--- src/rtl/bcd_pkg.sv ---
// Shared constants and state encoding for the sampled binary-to-BCD display path.
package bcd_pkg;

  typedef enum logic {
    IDLE  = 1'b0,
    SHIFT = 1'b1
  } state_t;

  localparam int unsigned DIG_W     = 4;
  localparam int unsigned ADD3_TH   = 5;
  localparam int unsigned DEF_NDIG  = 5;
  localparam int unsigned DEF_WIDTH = 16;

endpackage

--- src/rtl/dd_step.sv ---
// One double-dabble iteration: add 3 to every digit >= 5, then shift the
// scratch left by one with the next binary MSB entering the units LSB.
module dd_step
  import bcd_pkg::*;
#(
  parameter int unsigned NDIG = DEF_NDIG
) (
  input  logic [DIG_W*NDIG-1:0] bcd_in,
  input  logic                  bin_msb,
  output logic [DIG_W*NDIG-1:0] bcd_out
);

  localparam int unsigned BCD_W = DIG_W * NDIG;

  logic [BCD_W-1:0] adj;

  always_comb begin
    adj = '0;
    for (int unsigned k = 0; k < NDIG; k++) begin
      if (bcd_in[k*DIG_W +: DIG_W] >= DIG_W'(ADD3_TH)) begin
        adj[k*DIG_W +: DIG_W] = bcd_in[k*DIG_W +: DIG_W] + DIG_W'(3);
      end else begin
        adj[k*DIG_W +: DIG_W] = bcd_in[k*DIG_W +: DIG_W];
      end
    end
  end

  // Top bit of the adjusted scratch falls off; the digit count covers the input range.
  assign bcd_out = BCD_W'({adj, bin_msb});

endmodule

--- src/rtl/bcd_sample_ctrl.sv ---
// Samples a binary count at a fixed rate (or on request) and converts it to
// BCD digits one bit per clock; digit outputs only change on completion.
module bcd_sample_ctrl
  import bcd_pkg::*;
#(
  parameter int unsigned WIDTH      = DEF_WIDTH,
  parameter int unsigned NDIG       = DEF_NDIG,
  parameter int unsigned SAMPLE_DIV = 2_500_000
) (
  input  logic             CLOCK_50,
  input  logic             rst_n,
  input  logic [WIDTH-1:0] value,
  input  logic             force_req,
  input  logic             hold,
  output logic [3:0]       BCD0,
  output logic [3:0]       BCD1,
  output logic [3:0]       BCD2,
  output logic [3:0]       BCD3,
  output logic [3:0]       BCD4,
  output logic             busy,
  output logic             valid,
  output logic             done
);

  localparam int unsigned BCD_W  = DIG_W * NDIG;
  localparam int unsigned DIV_W  = $clog2(SAMPLE_DIV);
  localparam int unsigned ITER_W = $clog2(WIDTH);

  state_t             state_q, state_d;
  logic [DIV_W-1:0]   div_q, div_d;
  logic               pend_q, pend_d;
  logic [ITER_W-1:0]  iter_q, iter_d;
  logic [BCD_W-1:0]   scr_q, scr_d;
  logic [WIDTH-1:0]   shf_q, shf_d;
  logic [BCD_W-1:0]   bcd_q, bcd_d;
  logic               busy_q, busy_d;
  logic               valid_q, valid_d;
  logic               done_q, done_d;

  logic               tick;
  logic               req;
  logic [BCD_W-1:0]   step_out;

  dd_step #(.NDIG(NDIG)) u_step (
    .bcd_in  (scr_q),
    .bin_msb (shf_q[WIDTH-1]),
    .bcd_out (step_out)
  );

  assign tick = (div_q == DIV_W'(SAMPLE_DIV - 1));
  assign req  = pend_q | tick | force_req;

  always_comb begin
    state_d = state_q;
    div_d   = tick ? '0 : div_q + DIV_W'(1);
    pend_d  = req;
    iter_d  = iter_q;
    scr_d   = scr_q;
    shf_d   = shf_q;
    bcd_d   = bcd_q;
    busy_d  = busy_q;
    valid_d = valid_q;
    done_d  = 1'b0;

    case (state_q)
      IDLE: begin
        // Requests that arrive while held stay pending until hold drops.
        if (req && !hold) begin
          state_d = SHIFT;
          shf_d   = value;
          scr_d   = '0;
          iter_d  = '0;
          busy_d  = 1'b1;
          pend_d  = 1'b0;
        end
      end
      SHIFT: begin
        scr_d  = step_out;
        shf_d  = shf_q << 1;
        iter_d = iter_q + ITER_W'(1);
        if (iter_q == ITER_W'(WIDTH - 1)) begin
          bcd_d   = step_out;
          valid_d = 1'b1;
          done_d  = 1'b1;
          busy_d  = 1'b0;
          state_d = IDLE;
        end
      end
      default: state_d = IDLE;
    endcase
  end

  always_ff @(posedge CLOCK_50) begin
    if (!rst_n) begin
      state_q <= IDLE;
      div_q   <= '0;
      pend_q  <= 1'b0;
      iter_q  <= '0;
      scr_q   <= '0;
      shf_q   <= '0;
      bcd_q   <= '0;
      busy_q  <= 1'b0;
      valid_q <= 1'b0;
      done_q  <= 1'b0;
    end else begin
      state_q <= state_d;
      div_q   <= div_d;
      pend_q  <= pend_d;
      iter_q  <= iter_d;
      scr_q   <= scr_d;
      shf_q   <= shf_d;
      bcd_q   <= bcd_d;
      busy_q  <= busy_d;
      valid_q <= valid_d;
      done_q  <= done_d;
    end
  end

  assign BCD0  = bcd_q[0*DIG_W +: DIG_W];
  assign BCD1  = bcd_q[1*DIG_W +: DIG_W];
  assign BCD2  = bcd_q[2*DIG_W +: DIG_W];
  assign BCD3  = bcd_q[3*DIG_W +: DIG_W];
  assign BCD4  = bcd_q[4*DIG_W +: DIG_W];
  assign busy  = busy_q;
  assign valid = valid_q;
  assign done  = done_q;

endmodule
--- config.mk ---
export PLATFORM = sky130hd
export DESIGN_NAME = bcd_sample_ctrl
export DESIGN_NICKNAME = d
export VERILOG_FILES = /design/src/rtl/bcd_pkg.sv /design/src/rtl/dd_step.sv /design/src/rtl/bcd_sample_ctrl.sv
export SDC_FILE = /design/constraint.sdc
export NUM_CORES = 1
export LEC_CHECK = 0
export BUFFER_PORTS_ARGS = -buffer_cell sky130_fd_sc_hd__buf_2
export CAP_MARGIN = 20
export CORE_ASPECT_RATIO = 1.5
export CORE_MARGIN = 1
export CORE_UTILIZATION = 60
export CTS_BUF_LIST = sky130_fd_sc_hd__clkbuf_4
export CTS_CLUSTER_DIAMETER = 40
export DETAILED_ROUTE_END_ITERATION = 8
export GPL_ROUTABILITY_DRIVEN = 0
export PLACE_DENSITY = 0.81
export SLEW_MARGIN = 20
export SYNTH_ARGS = -nofsm -noshare
export SYNTH_HDL_FRONTEND = slang
export SYNTH_SLANG_ARGS = --single-unit
--- constraint.sdc ---
create_clock -name CLOCK_50 -period 2.25 [get_ports CLOCK_50]
set_input_delay 0.225 -clock CLOCK_50 [delete_from_list [all_inputs] [get_ports CLOCK_50]]
set_output_delay 0.225 -clock CLOCK_50 [all_outputs]
set_load 0.03 [all_outputs]
# After elaboration in Yosys (flattened, before gate mapping)

Index checks and enable logic that the tools add are counted.

Input port bits: 20
Output and inout port bits: 23
Bits in registers: 87

Add/sub/neg operators: 7
Bitwise logic cells: 4
Reduce and logical (&&, ||, !) cells: 6
Eq/ne operators: 4
Multiplexer cells: 20
Order comparisons: 5

Operators with widths:

| cell                  | number |
|---|---|
| $pmux 20 s2           | 1 |
| $pmux 16 s2           | 1 |
| $add 22x1->22 const B | 1 |
| $eq 22x22->1 const B  | 1 |
| $ge 4x3->1 const B    | 5 |
| $mux 20               | 1 |
| $mux 4                | 5 |
| $add 4x2->4 const B   | 4 |
| $mux 16               | 1 |
| $pmux 4 s2            | 1 |
| $mux 1                | 7 |
| $reduce_and 2->1      | 3 |
| $add 4x1->4 const B   | 1 |
| $eq 4x4->1 const B    | 1 |
| $pmux 1 s2            | 2 |
| $add 3x2->3 const B   | 1 |
| $mux 3                | 1 |
| $ne 2x1->1 const B    | 1 |
| $ne 2x2->1 const B    | 1 |
| $not 1->1             | 2 |
| $or 1x1->1            | 2 |
| $reduce_or 2->1       | 1 |
| $logic_and 1x1->1     | 1 |
| $logic_not 1->1       | 1 |

# Logic depth before layout (Yosys ltp)

Gate-level depths: netlist (run 1).

Depth in word-level cells: 6
Mapped depth: 8
Depth with buffers taken out: 7

# By module

Synthesis (run 1) repeated with hierarchy kept, for this count alone.

Cells, all modules: 459
Area total of the unflattened synthesis: 4053.9 µm²

Modules (own cells, without submodules):

| module          | times used | sequential area each (µm²) | cells each | area an instance (µm²) |
|---|---|---|---|---|
| bcd_sample_ctrl | 1          | 1741.7                     | 382        | 3559.7 |
| dd_step         | 1          | 0.0                        | 77         | 494.2 |

# Worst setup path before layout (run 1)

No wires, ideal clock.

Path kind: reg2reg
Start: reg div_q[0]
End: reg shf_q[0]
Setup time: 0.080 ns
Buffers on the path: 1
Data arrival time: 1.649 ns
Stages on the path, launching flop included: 8
Setup slack: 0.521 ns
Period minus slack after synthesis: 1.729 ns
Required time: 2.170 ns
Cells stage by stage: dfxtp_1 ha_1 nand4_2 nor3_2 a211o_2 buf_6 a21bo_2 a211oi_2

Cells in the longest elaborated chain, start to end: 5

Ends and longest elaborated chain:

| item                    | line                   | text |
|---|---|---|
| start, declared         | bcd_sample_ctrl.sv:30  | `logic [DIV_W-1:0] div_q, div_d;` |
| start signal, assigned  | bcd_sample_ctrl.sv:107 | `div_q <= div_d;` |
| $eq 22x22->1            | bcd_sample_ctrl.sv:50  | `assign tick = (div_q == DIV_W'(SAMPLE_DIV - 1));` |
| $or 1x1->1 (2 in a row) | bcd_sample_ctrl.sv:51  | `assign req = pend_q \| tick \| force_req;` |
| $logic_and 1x1->1       | bcd_sample_ctrl.sv:68  | `if (req && !hold) begin` |
| $ne 2x2->1 (no line)    | n/a                    |  |
| end signal, assigned    | bcd_sample_ctrl.sv:100 | `shf_q <= '0;` |
| end signal, assigned    | bcd_sample_ctrl.sv:111 | `shf_q <= shf_d;` |
| end, declared           | bcd_sample_ctrl.sv:34  | `logic [WIDTH-1:0] shf_q, shf_d;` |

Every way passes these cells.
A chain may end at the register's enable or synchronous reset.

# Worst setup path after layout (run 1)

Start: reg div_q[0]
End: reg scr_q[4]

Cells in the longest elaborated chain, start to end: 5

Ends and longest elaborated chain:

| item                    | line                   | text |
|---|---|---|
| $eq 22x22->1            | bcd_sample_ctrl.sv:50  |  |
| $or 1x1->1 (2 in a row) | bcd_sample_ctrl.sv:51  |  |
| $logic_and 1x1->1       | bcd_sample_ctrl.sv:68  |  |
| $ne 2x2->1 (no line)    | n/a                    |  |
| end signal, assigned    | bcd_sample_ctrl.sv:110 | `scr_q <= scr_d;` |
| end, declared           | bcd_sample_ctrl.sv:33  | `logic [BCD_W-1:0] scr_q, scr_d;` |

Every way passes these cells.

==> results of run 1 <==
-- worst max-delay path: stages, from the launching register on --
cell and delay, ns:
dfxtp_1 0.39, ha_1 0.23, nand4_2 0.22, nor4_4 0.33
a21oi_2 0.08, buf_4 0.27, a2bb2oi_1 0.26, nor2_1 0.07
-- kinds of logic (layout without fill, tap and decap cells) --
family | after synthesis | after routing
AOI/OAI and AO/OA | 94 | 94
xor gates and xnor gates | 25 | 25
adders and majority gates | 12 | 12
buffers and inverters | 41 | 84
DFF | 87 | 87
muxes | 6 | 6
and+or+nand+nor | 187 | 187
-- layer usage --
metal / vias up / part of all wire, %
met5: - / 0
met4: 0 / 2.8
met3: 18 / 2.9
met2: 50 / 52
met1: 1568 / 43
li1: 1648 / -
-- cell usage after synthesis, drive strengths merged (2+ instances only) --
| master | number | share of area (%) |
|---|---|---|
| a211oi | 2 | 0.51 |
| buf | 11 | 2.0 |
| clkbuf | 13 | 1.3 |
| nand2 | 66 | 6.4 |
| nor3b | 3 | 0.58 |
| mux2i | 6 | 1.5 |
| xor2 | 5 | 1.1 |
| a21oi | 38 | 5.0 |
| ha | 12 | 3.9 |
| dfxtp | 87 | 45 |
| a32oi | 15 | 3.4 |
| o22ai | 7 | 1.1 |
| nor3 | 7 | 1.2 |
| xnor2 | 20 | 4.5 |
| nand2b | 10 | 1.6 |
| nand4 | 6 | 1.3 |
| a311oi | 5 | 1.1 |
| a22oi | 16 | 3.9 |
| inv | 16 | 1.5 |
| and2 | 2 | 0.32 |
| and3 | 3 | 0.48 |
| o21ai | 8 | 1.0 |
| nand3 | 10 | 1.4 |
| nor2 | 66 | 6.4 |
| and4 | 2 | 0.45 |
| nor4 | 9 | 1.8 |
-- final timing paths --
path / from / endpoint / depth (start not counted)
hold / removal: value[0] / shf_q[0] / 3
setup reg to reg: div_q[0] / scr_q[4] / 7
setup / recovery: div_q[0] / scr_q[4] / 7
hold reg to reg: bcd_q[10] / bcd_q[10] / 2
-- power groups by stage --
stage               clock (uW)  combinational, uW  sequential (uW)
finish                    1090                179             1590
global route              1170                197             1590
CTS                       1100                180             1590
detailed placement           0                179             1620
global placement             0                175             1620
floorplan                    0                141             1620
-- final cells by class --
type	count	area share (%)
flip-flops and latches	87	40.3
repair buffers	51	6.42
well taps	74	2.14
clock buffers	10	1.74
inverters	17	1.47
multi-input cells	324	45.5
clock inverters	6	2.52
-- stage by stage --
| stage | instance area [sq um] | std cells |
|---|---|---|
| after floorplan | 3900 | 452 |
| after global placement | 4140 | 553 |
| after detailed placement | 4140 | 553 |
| after CTS | 4330 | 569 |
| after global routing | 4330 | 569 |
| final | 4330 | 569 |
-- sequential cells by signal (all words and copies together) (netlist names) --
name     flops
state_q      1
scr_q       20
busy         1
shf_q       16
bcd_q       20
valid        1
iter_q       4
pend_q       1
done         1
div_q       22
==> summary.md, run 1 <==
| Metric | Value |
|---|---|
| Drt total wl | `~7900 microns` |
| IO Count | `43` |
| Logic pwr share | `6.3%` |
| Final Core Density | `around 70%` |
| Register Area | `1740 sq um` |
| Layout cells sized above 1 | `about 17%` |
| F_max | `~510 MHz` |
| Synthesis Warnings | `0` |
| GR Util met1 | `approximately 27%` |
| DRT antenna net count | `0` |
| Port bufs | `42` |
| Switching share of power | `a little under a quarter` |
| HP Class | `in -> reg` |
| CTS Hold Bufs | `0` |
| Area delta synth->final | `11.0%` |
| Netlist cell types | `42` |
| #FFs+latches synth | `between 80 and 90` |
| Worst Slack Setup Final | `0.282 ns` |
| DP Wirelength | `5390 microns` |
| Slew HR | `between 20 and 30%` |
| Crit path time final | `1.97 ns` |
| Gate Count Post-Synth | `452` |
| Total power | `2860 uW` |
| Num rows | `35` |
| VDD IR max | `0.448 mV` |
| Unrepaired setup endpoints after global routing | `false` |
| FFs w/ async S/R, synth | `0%` |
| Initial antenna violation count | `0` |
| Net switching power | `approximately 650 uW` |
| Starting Density | `62.7%` |
| Grt met2 use | `44.7%` |
| FILL cells | `~510` |
| Postcts setup bufs | `0` |
| R2R Setup Slk | `~0.28 ns` |
| CTS tree | `yes` |
| Drt first pass iters | `4` |
| Internal | `~2200 uW` |
| Hold_ws | `approximately 0.027 ns` |
| Most frequent cells in the layout | `dfxtp_1, nand2_1, nor2_1` |
| Syn Nets | `roughly 480` |
| Sequential-to-total area share from yosys stat | `between 40 and 50%` |
| Synth Cell Area | `3900 sq um` |
| LEAKAGE | `0.00162 uW` |
| Clock Skews | `0.0143 ns` |
| Setup total negative slack | `0 ns` |
| DRC Markers | `0` |
| Die W | `slightly below 70 microns` |
| CP Capture Type | `register` |
| Top FF cell, synth | `dfxtp_1` |
| Critical Path AT | `around 2.3 ns` |
| WL/cell | `about 14 microns` |
| Overall routing resource usage | `approximately 25%` |
| First-pass GRT wire length | `13000 microns` |
| Max cap viols | `0` |
| Sink Count | `87` |
| Final period utilization | `87.5%` |
| Vias per cell | `approximately 5.8` |
| Post-synth EDFFs | `0` |
| Synth Area in Adders | `slightly below 4%` |
| Worst-path maximum fanout | `38` |
| CP startpoint kind | `register` |
| Root buf cell | `clkbuf_4` |
| Clock latency on the worst-skew pair | `approximately 0.43 ns` |
| Placeable Area | `a little over 6000 sq um` |
| Global route overflow | `0` |
| Max clock buf depth | `2` |
| Max-slew violation count | `0` |
| M3 GR Usage | `about 3.7%` |
| Pre-CTS WS | `roughly 0.3 ns` |
| Final Net Count | `522` |
| Clock-pin transition on the worst setup and hold timing paths | `0.14 ns` |
| Slew @ Worst Pin | `approximately 1.1 ns` |
| DIE HEIGHT | `101 microns` |
| Busiest grt layer | `met2` |
| Vias in the first global route | `around 3.1k` |
| Final setup viols | `0` |
| Main combinational cell family by area after synthesis | `simple AND/OR/NAND/NOR gates` |
| Leading cell type in the layout, fill and taps excluded | `dfxtp_1` |
| Mean Syn Cell Area | `8.62 sq um` |
| Multi-input logic area | `between 1500 and 2000 sq um` |
| Sequential share of power | `between 50% and 60%` |
| Mux contribution to synthesized area | `between 1.5 and 2%` |
| Compound-cell area share of the yosys netlist | `16.7%` |
| Final Hold Viols | `0` |
| Fraction of the mapped netlist area in simple logic gates | `between 20% and 30%` |
| Die ar. | `a little under 7000 sq um` |
| Critical path required time | `roughly 2.6 ns` |
| Vias | `roughly 3.3k` |
| CTS H-tree depth | `3` |
| Iter 0 DRT Violations | `206` |
| Clock power frac | `roughly two fifths` |
| Status | `finished, final reports clean` |
| Cell Pwr Density | `about 660 nW/um^2` |
| # resized after CTS | `0` |
| ANT cells | `0` |
| Worst setup path class | `reg -> reg` |
| Xor/xnor cell area share of the yosys netlist | `between 5 and 6%` |
| Total CTS buffers | `9` |
| Largest net degree at the start of global routing | `39` |
No activity file was read; power rests on OpenSTA's default activity.
==> run 2: changes to the inputs <==
--- a/config.mk
+++ b/config.mk
@@ -14,6 +14,7 @@
 export CTS_CLUSTER_DIAMETER = 40
 export DETAILED_ROUTE_END_ITERATION = 8
 export GPL_ROUTABILITY_DRIVEN = 0
+export MAX_ROUTING_LAYER = met4
 export PLACE_DENSITY = 0.81
 export SLEW_MARGIN = 20
 export SYNTH_ARGS = -nofsm -noshare
==> run 2 against run 1 <==
Maximum frequency up 0.28%; cell count stayed put; design area stayed put; total power is 0.21% lower.
==> summary.md, run 2 (synthesized netlist as in run 1, its figures left out) <==
| Metric | Value |
|---|---|
| Status | `finished, final reports clean` |
| CP startpoint kind | `register` |
| Worst Slack Setup Final | `between 0.2 and 0.3 ns` |
| Worst setup path end | `scr_q[4]` |
| CTS tree | `yes` |
| DP Wirelength | `between 5000 and 6000 microns` |
| Largest regs | `div_q (22), bcd_q (20), scr_q (20)` |
| Layout cells sized above 1 | `between 10% and 20%` |
| Unrepaired setup endpoints after global routing | `false` |
| Critical path required time | `approximately 2.6 ns` |
| Die W | `just under 70 microns` |
| Hold_ws | `0.0332 ns` |
| Cell Pwr Density | `around 660 nW/um^2` |
| Most frequent cells in the layout | `dfxtp_1, nand2_1, nor2_1` |
| Slew HR | `around 29%` |
| Hold_sp | `value[0]` |
| Crit path time final | `~2.0 ns` |
| ANT cells | `0` |
| Initial antenna violation count | `0` |
| Slew @ Worst Pin | `approximately 1.1 ns` |
| Max FFs per register | `22` |
| Crit path launch | `div_q[0]` |
| Starting Density | `a little over three fifths` |
| Iter 0 DRT Violations | `about 210` |
| Critical Path AT | `about 2.3 ns` |
| Clock Skews | `around 0.017 ns` |
| Clock latency on the worst-skew pair | `0.43 ns` |
| CTS Hold Bufs | `0` |
| Crit Reg-Reg Endpoint | `scr_q[4]` |
| Worst setup path class | `reg -> reg` |
| Vias | `3299` |
| Sink Count | `between 80 and 90` |
| Max clock buf depth | `2` |
| F_max | `between 500 and 600 MHz` |
| DIE HEIGHT | `slightly above 100 microns` |
| HP Class | `in -> reg` |
| Clock-pin transition on the worst setup and hold timing paths | `between 0.1 and 0.15 ns` |
| Leading cell type in the layout, fill and taps excluded | `dfxtp_1` |
| Final period utilization | `~87%` |
| LEAKAGE | `0.00162 uW` |
| Total CTS buffers | `9` |
| IO Count | `43` |
| R2R Setup Slk | `around 0.29 ns` |
| Setup total negative slack | `0 ns` |
| # resized after CTS | `0` |
| Final setup viols | `0` |
| Largest net degree at the start of global routing | `39` |
| Root buf cell | `clkbuf_4` |
| Placed cell count | `553` |
| DRT antenna net count | `0` |
| Drt first pass iters | `4` |
| Reg2Reg Depth | `7` |
| Vias in the first global route | `3132` |
| Die ar. | `6830 sq um` |
| First-pass GRT wire length | `13000 microns` |
| Hold Crit Depth | `3` |
| Layout Cells excl Fill | `569` |
| Final Core Density | `about 70%` |
| Pre-CTS WS | `~0.31 ns` |
| VDD IR max | `0.448 mV` |
| WL/cell | `13.8 microns` |
| Max-slew violation count | `0` |
| Vias per cell | `about 5.8` |
| Port bufs | `42` |
| Num rows | `35` |
| Drt total wl | `slightly below 8000 microns` |
| CP Capture Type | `register` |
| Overall routing resource usage | `roughly a quarter` |
| Area delta synth->final | `11.0%` |
| Final Hold Viols | `0` |
| Global route overflow | `0` |
| Final Net Count | `between 500 and 600` |
| Postcts setup bufs | `0` |
| Crit Reg-Reg Startpoint | `div_q[0]` |
| Top reg by flops | `div_q` |
| Worst-path maximum fanout | `38` |
| CTS H-tree depth | `3` |
| DRC Markers | `0` |
| Max cap viols | `0` |
| Placeable Area | `6220 sq um` |
## run 2: power by group
| part | leakage [uW] | switching, uW | internal [uW] |
|---|---|---|---|
| Combinational | 0.000818 | 117 | 62.3 |
| Sequential | 0.000704 | 20.5 | 1570 |
| Clock | 0.000100 | 508 | 574 |
## run 2: how the worst min path moves through the flow
stage                      to  slack (ns)
floorplan            shf_q[0]        0.37
global placement     div_q[0]        0.44
detailed placement  bcd_q[10]        0.44
CTS                  shf_q[0]        0.01
global route         shf_q[0]        0.02
finish               shf_q[0]        0.03
## run 2: metal layers
metal  track usage (%)  vias to the layer above  wire [microns]
li1                  -                     1652               -
met1              27.3                     1572            3280
met2              44.7                       60            4100
met3              4.41                       15             254
met4              11.9                        0             195
met5                 -                        -               0
## run 2: area by class of cell
class	count	area, sq um
repair buffers	51	278
fillers	513	1890
well taps	74	92.6
inverters	17	63.8
clock inverters	6	109
multi-input cells	324	1970
flip-flops and latches	87	1740
clock buffers	10	75.1
## run 2: metrics by stage
stage	total power (uW)	instance area, sq um
finish	2850	4330
global route	2960	4330
CTS	2870	4330
detailed placement	1800	4140
global placement	1800	4140
floorplan	1760	3900
## run 2: critical path: stages (launching register included)
cell       delay [ns]
dfxtp_1          0.39
ha_1             0.23
nand4_2          0.22
nor4_4           0.33
a21oi_2          0.08
buf_4            0.26
a2bb2oi_1        0.25
nor2_1           0.07
